## config.mk

```make
export PLATFORM = sky130hd
export DESIGN_NAME = stoch_bitstream_decoder
export DESIGN_NICKNAME = d
export VERILOG_FILES = /design/src/rtl/stoch_bitstream_decoder.sv
export SDC_FILE = /design/constraint.sdc
export NUM_CORES = 1
export LEC_CHECK = 0
export ABC_AREA = 0
export CAP_MARGIN = 20
export CORE_MARGIN = 2
export CORE_UTILIZATION = 56
export CTS_CLUSTER_DIAMETER = 120
export DETAILED_ROUTE_END_ITERATION = 6
export MAX_ROUTING_LAYER = met4
export PLACE_DENSITY = 0.82
export SETUP_SLACK_MARGIN = 0.4
export SYNTH_ARGS = -nofsm -noshare
export SYNTH_HDL_FRONTEND = slang
export SYNTH_SLANG_ARGS = --single-unit
```

## constraint.sdc

```tcl
create_clock -name clk -period 3.8 [get_ports clk]
set_input_delay 0.76 -clock clk [delete_from_list [all_inputs] [get_ports clk]]
set_output_delay 0.76 -clock clk [all_outputs]
set_load 0.005 [all_outputs]
```

## src/rtl/stoch_bitstream_decoder.sv

```systemverilog
// -----------------------------------------------------------------------------
// stoch_bitstream_decoder
//
// Converts a serial stochastic bitstream back to binary. Counts ones over a
// power-of-two window of accepted bits (N = 2^win_log2, clamped to 2..2^MAX_LOG2)
// and reports either the unipolar count or the bipolar value 2*ones - N.
// Windows run back to back: the edge that takes the Nth bit also restarts
// the counters, so the next window's first bit can arrive one cycle later.
//
// Ports:
//   clk          clock, rising edge
//   rst_n        asynchronous active-low reset
//   en           decoder enable; dropping it mid-window discards the window
//   win_log2     window size select (latched at window start)
//   mode         0 = unipolar, 1 = bipolar (latched at window start)
//   sn_valid     qualifies sn_bit
//   sn_bit       stochastic sample
//   out_valid    result available, held until accepted
//   out_ready    consumer accept
//   out_ones     ones count of the reported window
//   out_value    two's-complement result (ones or 2*ones-N)
//   out_bipolar  mode of the reported window
//   overrun      sticky: a result was overwritten before acceptance
//   clr_ovf      synchronous clear of overrun (a same-edge set wins)
// -----------------------------------------------------------------------------
module stoch_bitstream_decoder #(
  parameter int MAX_LOG2 = 8
) (
  input  logic                clk,
  input  logic                rst_n,
  input  logic                en,
  input  logic [3:0]          win_log2,
  input  logic                mode,
  input  logic                sn_valid,
  input  logic                sn_bit,
  output logic                out_valid,
  input  logic                out_ready,
  output logic [MAX_LOG2:0]   out_ones,
  output logic [MAX_LOG2+1:0] out_value,
  output logic                out_bipolar,
  output logic                overrun,
  input  logic                clr_ovf
);

  localparam int CW = MAX_LOG2 + 1;  // counter width: holds 2^MAX_LOG2 exactly
  localparam int VW = MAX_LOG2 + 2;  // signed result width: -N..+N
  localparam logic [3:0] LP_MAX_LOG2 = 4'(MAX_LOG2);

  typedef enum logic {
    ST_IDLE  = 1'b0,
    ST_ACCUM = 1'b1
  } state_t;

  state_t          r_state, w_state_next;
  logic [3:0]      r_log2, w_log2_next;
  logic            r_mode, w_mode_next;
  logic [CW-1:0]   r_bit_cnt, w_bit_cnt_next;
  logic [CW-1:0]   r_ones_cnt, w_ones_cnt_next;
  logic            r_out_valid, w_out_valid_next;
  logic [CW-1:0]   r_out_ones, w_out_ones_next;
  logic [VW-1:0]   r_out_value, w_out_value_next;
  logic            r_out_bipolar, w_out_bipolar_next;
  logic            r_overrun, w_overrun_next;

  logic [3:0]      w_log2_clamp;
  logic [CW-1:0]   w_n;
  logic [CW-1:0]   w_bit_cnt_inc;
  logic [CW-1:0]   w_ones_inc;
  logic            w_last;
  logic            w_xfer;
  logic [VW-1:0]   w_uni_value;
  logic [VW-1:0]   w_bip_value;

  // Smallest legal window is 2, largest 2^MAX_LOG2.
  always_comb begin
    w_log2_clamp = win_log2;
    if (win_log2 == 4'd0) begin
      w_log2_clamp = 4'd1;
    end else if (win_log2 > LP_MAX_LOG2) begin
      w_log2_clamp = LP_MAX_LOG2;
    end
  end

  assign w_n           = {{(CW-1){1'b0}}, 1'b1} << r_log2;
  assign w_bit_cnt_inc = r_bit_cnt + {{(CW-1){1'b0}}, 1'b1};
  assign w_ones_inc    = r_ones_cnt + {{(CW-1){1'b0}}, sn_bit};
  assign w_last        = (r_state == ST_ACCUM) && en && sn_valid && (w_bit_cnt_inc == w_n);
  assign w_xfer        = r_out_valid && out_ready;

  // 2*ones fits unsigned in VW bits; the modular subtraction lands on the
  // correct signed value because the true result lies within -N..+N.
  assign w_uni_value = {1'b0, w_ones_inc};
  assign w_bip_value = {w_ones_inc, 1'b0} - {1'b0, w_n};

  always_comb begin
    w_state_next       = r_state;
    w_log2_next        = r_log2;
    w_mode_next        = r_mode;
    w_bit_cnt_next     = r_bit_cnt;
    w_ones_cnt_next    = r_ones_cnt;
    w_out_ones_next    = r_out_ones;
    w_out_value_next   = r_out_value;
    w_out_bipolar_next = r_out_bipolar;

    case (r_state)
      ST_IDLE: begin
        if (en) begin
          w_state_next    = ST_ACCUM;
          w_log2_next     = w_log2_clamp;
          w_mode_next     = mode;
          w_bit_cnt_next  = '0;
          w_ones_cnt_next = '0;
        end
      end
      ST_ACCUM: begin
        if (!en) begin
          // Partial window dropped; output registers left alone.
          w_state_next    = ST_IDLE;
          w_bit_cnt_next  = '0;
          w_ones_cnt_next = '0;
        end else if (w_last) begin
          w_out_ones_next    = w_ones_inc;
          w_out_value_next   = r_mode ? w_bip_value : w_uni_value;
          w_out_bipolar_next = r_mode;
          w_bit_cnt_next     = '0;
          w_ones_cnt_next    = '0;
          w_log2_next        = w_log2_clamp;
          w_mode_next        = mode;
        end else if (sn_valid) begin
          w_bit_cnt_next  = w_bit_cnt_inc;
          w_ones_cnt_next = w_ones_inc;
        end
      end
      default: w_state_next = ST_IDLE;
    endcase

    // A completing window always leaves a valid result, even if the old one
    // is transferred on the same edge.
    if (w_last) begin
      w_out_valid_next = 1'b1;
    end else if (w_xfer) begin
      w_out_valid_next = 1'b0;
    end else begin
      w_out_valid_next = r_out_valid;
    end

    // Setting takes priority over a simultaneous clear.
    if (w_last && r_out_valid && !out_ready) begin
      w_overrun_next = 1'b1;
    end else if (clr_ovf) begin
      w_overrun_next = 1'b0;
    end else begin
      w_overrun_next = r_overrun;
    end
  end

  always_ff @(posedge clk or negedge rst_n) begin
    if (!rst_n) begin
      r_state       <= ST_IDLE;
      r_log2        <= 4'd1;
      r_mode        <= 1'b0;
      r_bit_cnt     <= '0;
      r_ones_cnt    <= '0;
      r_out_valid   <= 1'b0;
      r_out_ones    <= '0;
      r_out_value   <= '0;
      r_out_bipolar <= 1'b0;
      r_overrun     <= 1'b0;
    end else begin
      r_state       <= w_state_next;
      r_log2        <= w_log2_next;
      r_mode        <= w_mode_next;
      r_bit_cnt     <= w_bit_cnt_next;
      r_ones_cnt    <= w_ones_cnt_next;
      r_out_valid   <= w_out_valid_next;
      r_out_ones    <= w_out_ones_next;
      r_out_value   <= w_out_value_next;
      r_out_bipolar <= w_out_bipolar_next;
      r_overrun     <= w_overrun_next;
    end
  end

  assign out_valid   = r_out_valid;
  assign out_ones    = r_out_ones;
  assign out_value   = r_out_value;
  assign out_bipolar = r_out_bipolar;
  assign overrun     = r_overrun;

endmodule
```

==> results.ini <==
[status]
run_status=complete, no violations

[cts]
cts_tree=yes
ctsResizeCount=0
htreeDepth=2
cts_buffer_depth=2
post_cts_buffers=0
cts.clk_slew.worst_paths_ns=0.09
ctsHoldBuffers=0
numCtsBuffers=5
cts_root_buf=clkbuf_8
clock_sinks=46
insertion_delay_ns=0.30

[route]
wire_per_inst_um=15.38
postRouteAntennaNets=0
drtPass1Iterations=4
via_per_inst=5.733
drc=0
drt_wl_total_um=6276
vias=2339
drtIter0Drc=144

[timing]
setup_viol=0
drv_slew=0
skew_ns=0.008841
rsz0062_at_grt=no
finalCritPeriodShare_pct=87.25
max_freq_mhz=301.6
hold_viol=0
setup_tns_ns=0
slew_headroom_pct=48.86
worst_pin_slew_ns=0.7601
period_minus_slack_ns=3.316

[worst_setup_path]
critical_path_class=primary input to register
slowest_delay_ns=0.55
crit_slowest_cell=clkdlybuf4s50_1
path_common_cell=ha_4
cp_num_buf_inv=1
cp_cell_sequence=clkdlybuf4s50_1 -> ha_4 -> xor2_2 -> ha_4 -> a21oi_1 -> o21ai_2 -> maj3_1 -> o221a_2 -> or3_1 -> a31oi_1 -> mux2_2
arrival_ns=3.56
cp-start-kind=primary input
r2r_cells=10
path_max_fanout=4
crit_family=adder cells
endpoint_kind=register
path_depth=11
worstPathRequired_ns=4.05

[final_layout]
diodes=0
multi_input_area_sq_um=1677
nets=357
fillCellCount=422
regArea_sq_um=1152
area_growth_pct=18.66
drive_gt1_share_pct=13.91
final_cell_area_sq_um=3468

[flow_run]
drv_cap=0

[die]
dieArea_sq_um=5813
die_y_um=76.25
rows=26
io_pins=34
design.core.area_sq_um=5075
die_w_um=76.25
start_util_pct=57.59

[synth]
synthFlopType=dfrtp_1
netlist-cell-type-count=60
synth_top_area_share_pct=38.53
syn_inst=302
synthTopCellsByCount=dfrtp_1 (45), nand2_1 (30), o21ai_0 (21)
avgSynthCellArea_sq_um=9.678
synth_nets=322
synth_most_common_cell=dfrtp_1
synth_edf_count=0
ys_seq_area_share_pct=39.43
async_flop_share_pct=100.0
ys_ff_latch=46
yosys.area.top_type=dfrtp_1
yosysWarnings=0
ys_top_cells_by_area=dfrtp_1 (39%), mux2_2 (5.4%), xnor2_1 (5.4%), nand2_1 (3.9%), o21ai_0 (3.6%)
synth_area_sq_um=2923

[pwr]
leakagePower_nw=1.548
vdd_drop_max_mv=0.2175
pwr_density_cell_nw_per_um2=398.3
p_clk_share_pct=22.6
intPower_uw=962.3
pwr-share-comb_pct=32.1
switchingPower_uw=419.1
p_seq_share_pct=45.4
switching_share_pct=30.34

[global_route]
antenna_found_initial=0
grt_max_degree=47
track_usage_pct=22.79
gr-total-overflow=0
grt_pass1_vias=2176
grt_pass1_wl_um=10430

[worst_hold_path]
hp-class=primary input to async pin

[placement]
place_area_sq_um=3322
dp_hpwl_um=4462
numPortBuffers=33
globalplace.congestion=0.8736

## layout make-up
class                   count  share of cell area (%)
inverters                  13                   1.407
flip-flops and latches     46                   33.23
multi-input cells         228                   48.34
well taps                  70                   2.525
clock buffers               8                   2.597
repair buffers             43                   11.90
## power by group through the flow
| stage | sequential (mW) | clock (mW) | combinational [mW] |
|---|---|---|---|
| after global routing | 0.639 | 0.343 | 0.487 |
| after floorplan | 0.611 | 0 | 0.270 |
| after detailed placement | 0.635 | 0 | 0.436 |
| after global placement | 0.632 | 0 | 0.423 |
| after CTS | 0.625 | 0.319 | 0.437 |
| final | 0.627 | 0.312 | 0.443 |
## registers in the layout, summed over array words and instances (netlist names)
name,cells
out_bipolar,1
out_ones,9
out_valid,1
out_value,10
overrun,1
r_bit_cnt,9
r_log2,4
r_mode,1
r_ones_cnt,9
r_state,1
## worst paths after layout
kind	to	start	slack (ns)
setup / recovery	out_value[7]	sn_bit	0.48
hold reg to reg	out_ones[0]	out_ones[0]	0.48
max in group asynchronous	r_bit_cnt[3]	rst_n	2.88
min in group clk	out_ones[0]	out_ones[0]	0.48
hold / removal	out_value[1]	rst_n	0.41
setup reg to reg	out_value[7]	r_log2[2]	0.82
## cells by family (layout without fill, tap and decap cells)
kind of cell / count (synthesis) / after routing / synth area share [%]
buffers and inverters: 28 / 64 / 4.452
AOI/OAI and AO/OA: 66 / 66 / 15.28
and+or+nand+nor: 98 / 98 / 17.85
adders and majority gates: 11 / 11 / 4.709
DFF: 46 / 46 / 39.43
xor gates and xnor gates: 32 / 32 / 10.32
muxes: 21 / 21 / 7.962
## through the flow
| step | setup slack [ns] | total power, mW | hold slack, ns | util (%) | std cells |
|---|---|---|---|---|---|
| 2_1_floorplan | 0.6673 | 0.8810 | 0.4628 | - | 302 |
| 3_3_place_gp | 0.1659 | 1.055 | 0.4494 | 65.46 | 399 |
| 3_5_place_dp | 0.1356 | 1.070 | 0.4560 | 65.46 | 399 |
| 4_1_cts | 0.4456 | 1.381 | 0.4748 | 67.23 | 407 |
| 5_1_grt | 0.3645 | 1.468 | 0.4418 | 68.34 | 408 |
| 6_report | 0.4844 | 1.381 | 0.4054 | 68.34 | 408 |
## layer usage
metal / wire, um / track usage [%] / vias to the layer above
met4: 55 / 5.455 / 0
met2: 3186 / 37.79 / 57
met3: 248 / 3.910 / 5
met1: 2785 / 29.40 / 1132
li1: - / - / 1145
met5: 0 / - / -
## layout by cell type (no fill, tap or decap), drive strengths merged, types with 11 or more instances in the layout
master,count
o21ai,22
mux2,15
xnor2,18
buf,11
clkdlybuf4s50,32
nand3,11
xor2,13
inv,13
nor2,18
dfrtp,45
nand2,30
Power figures use the tool's default switching activity.
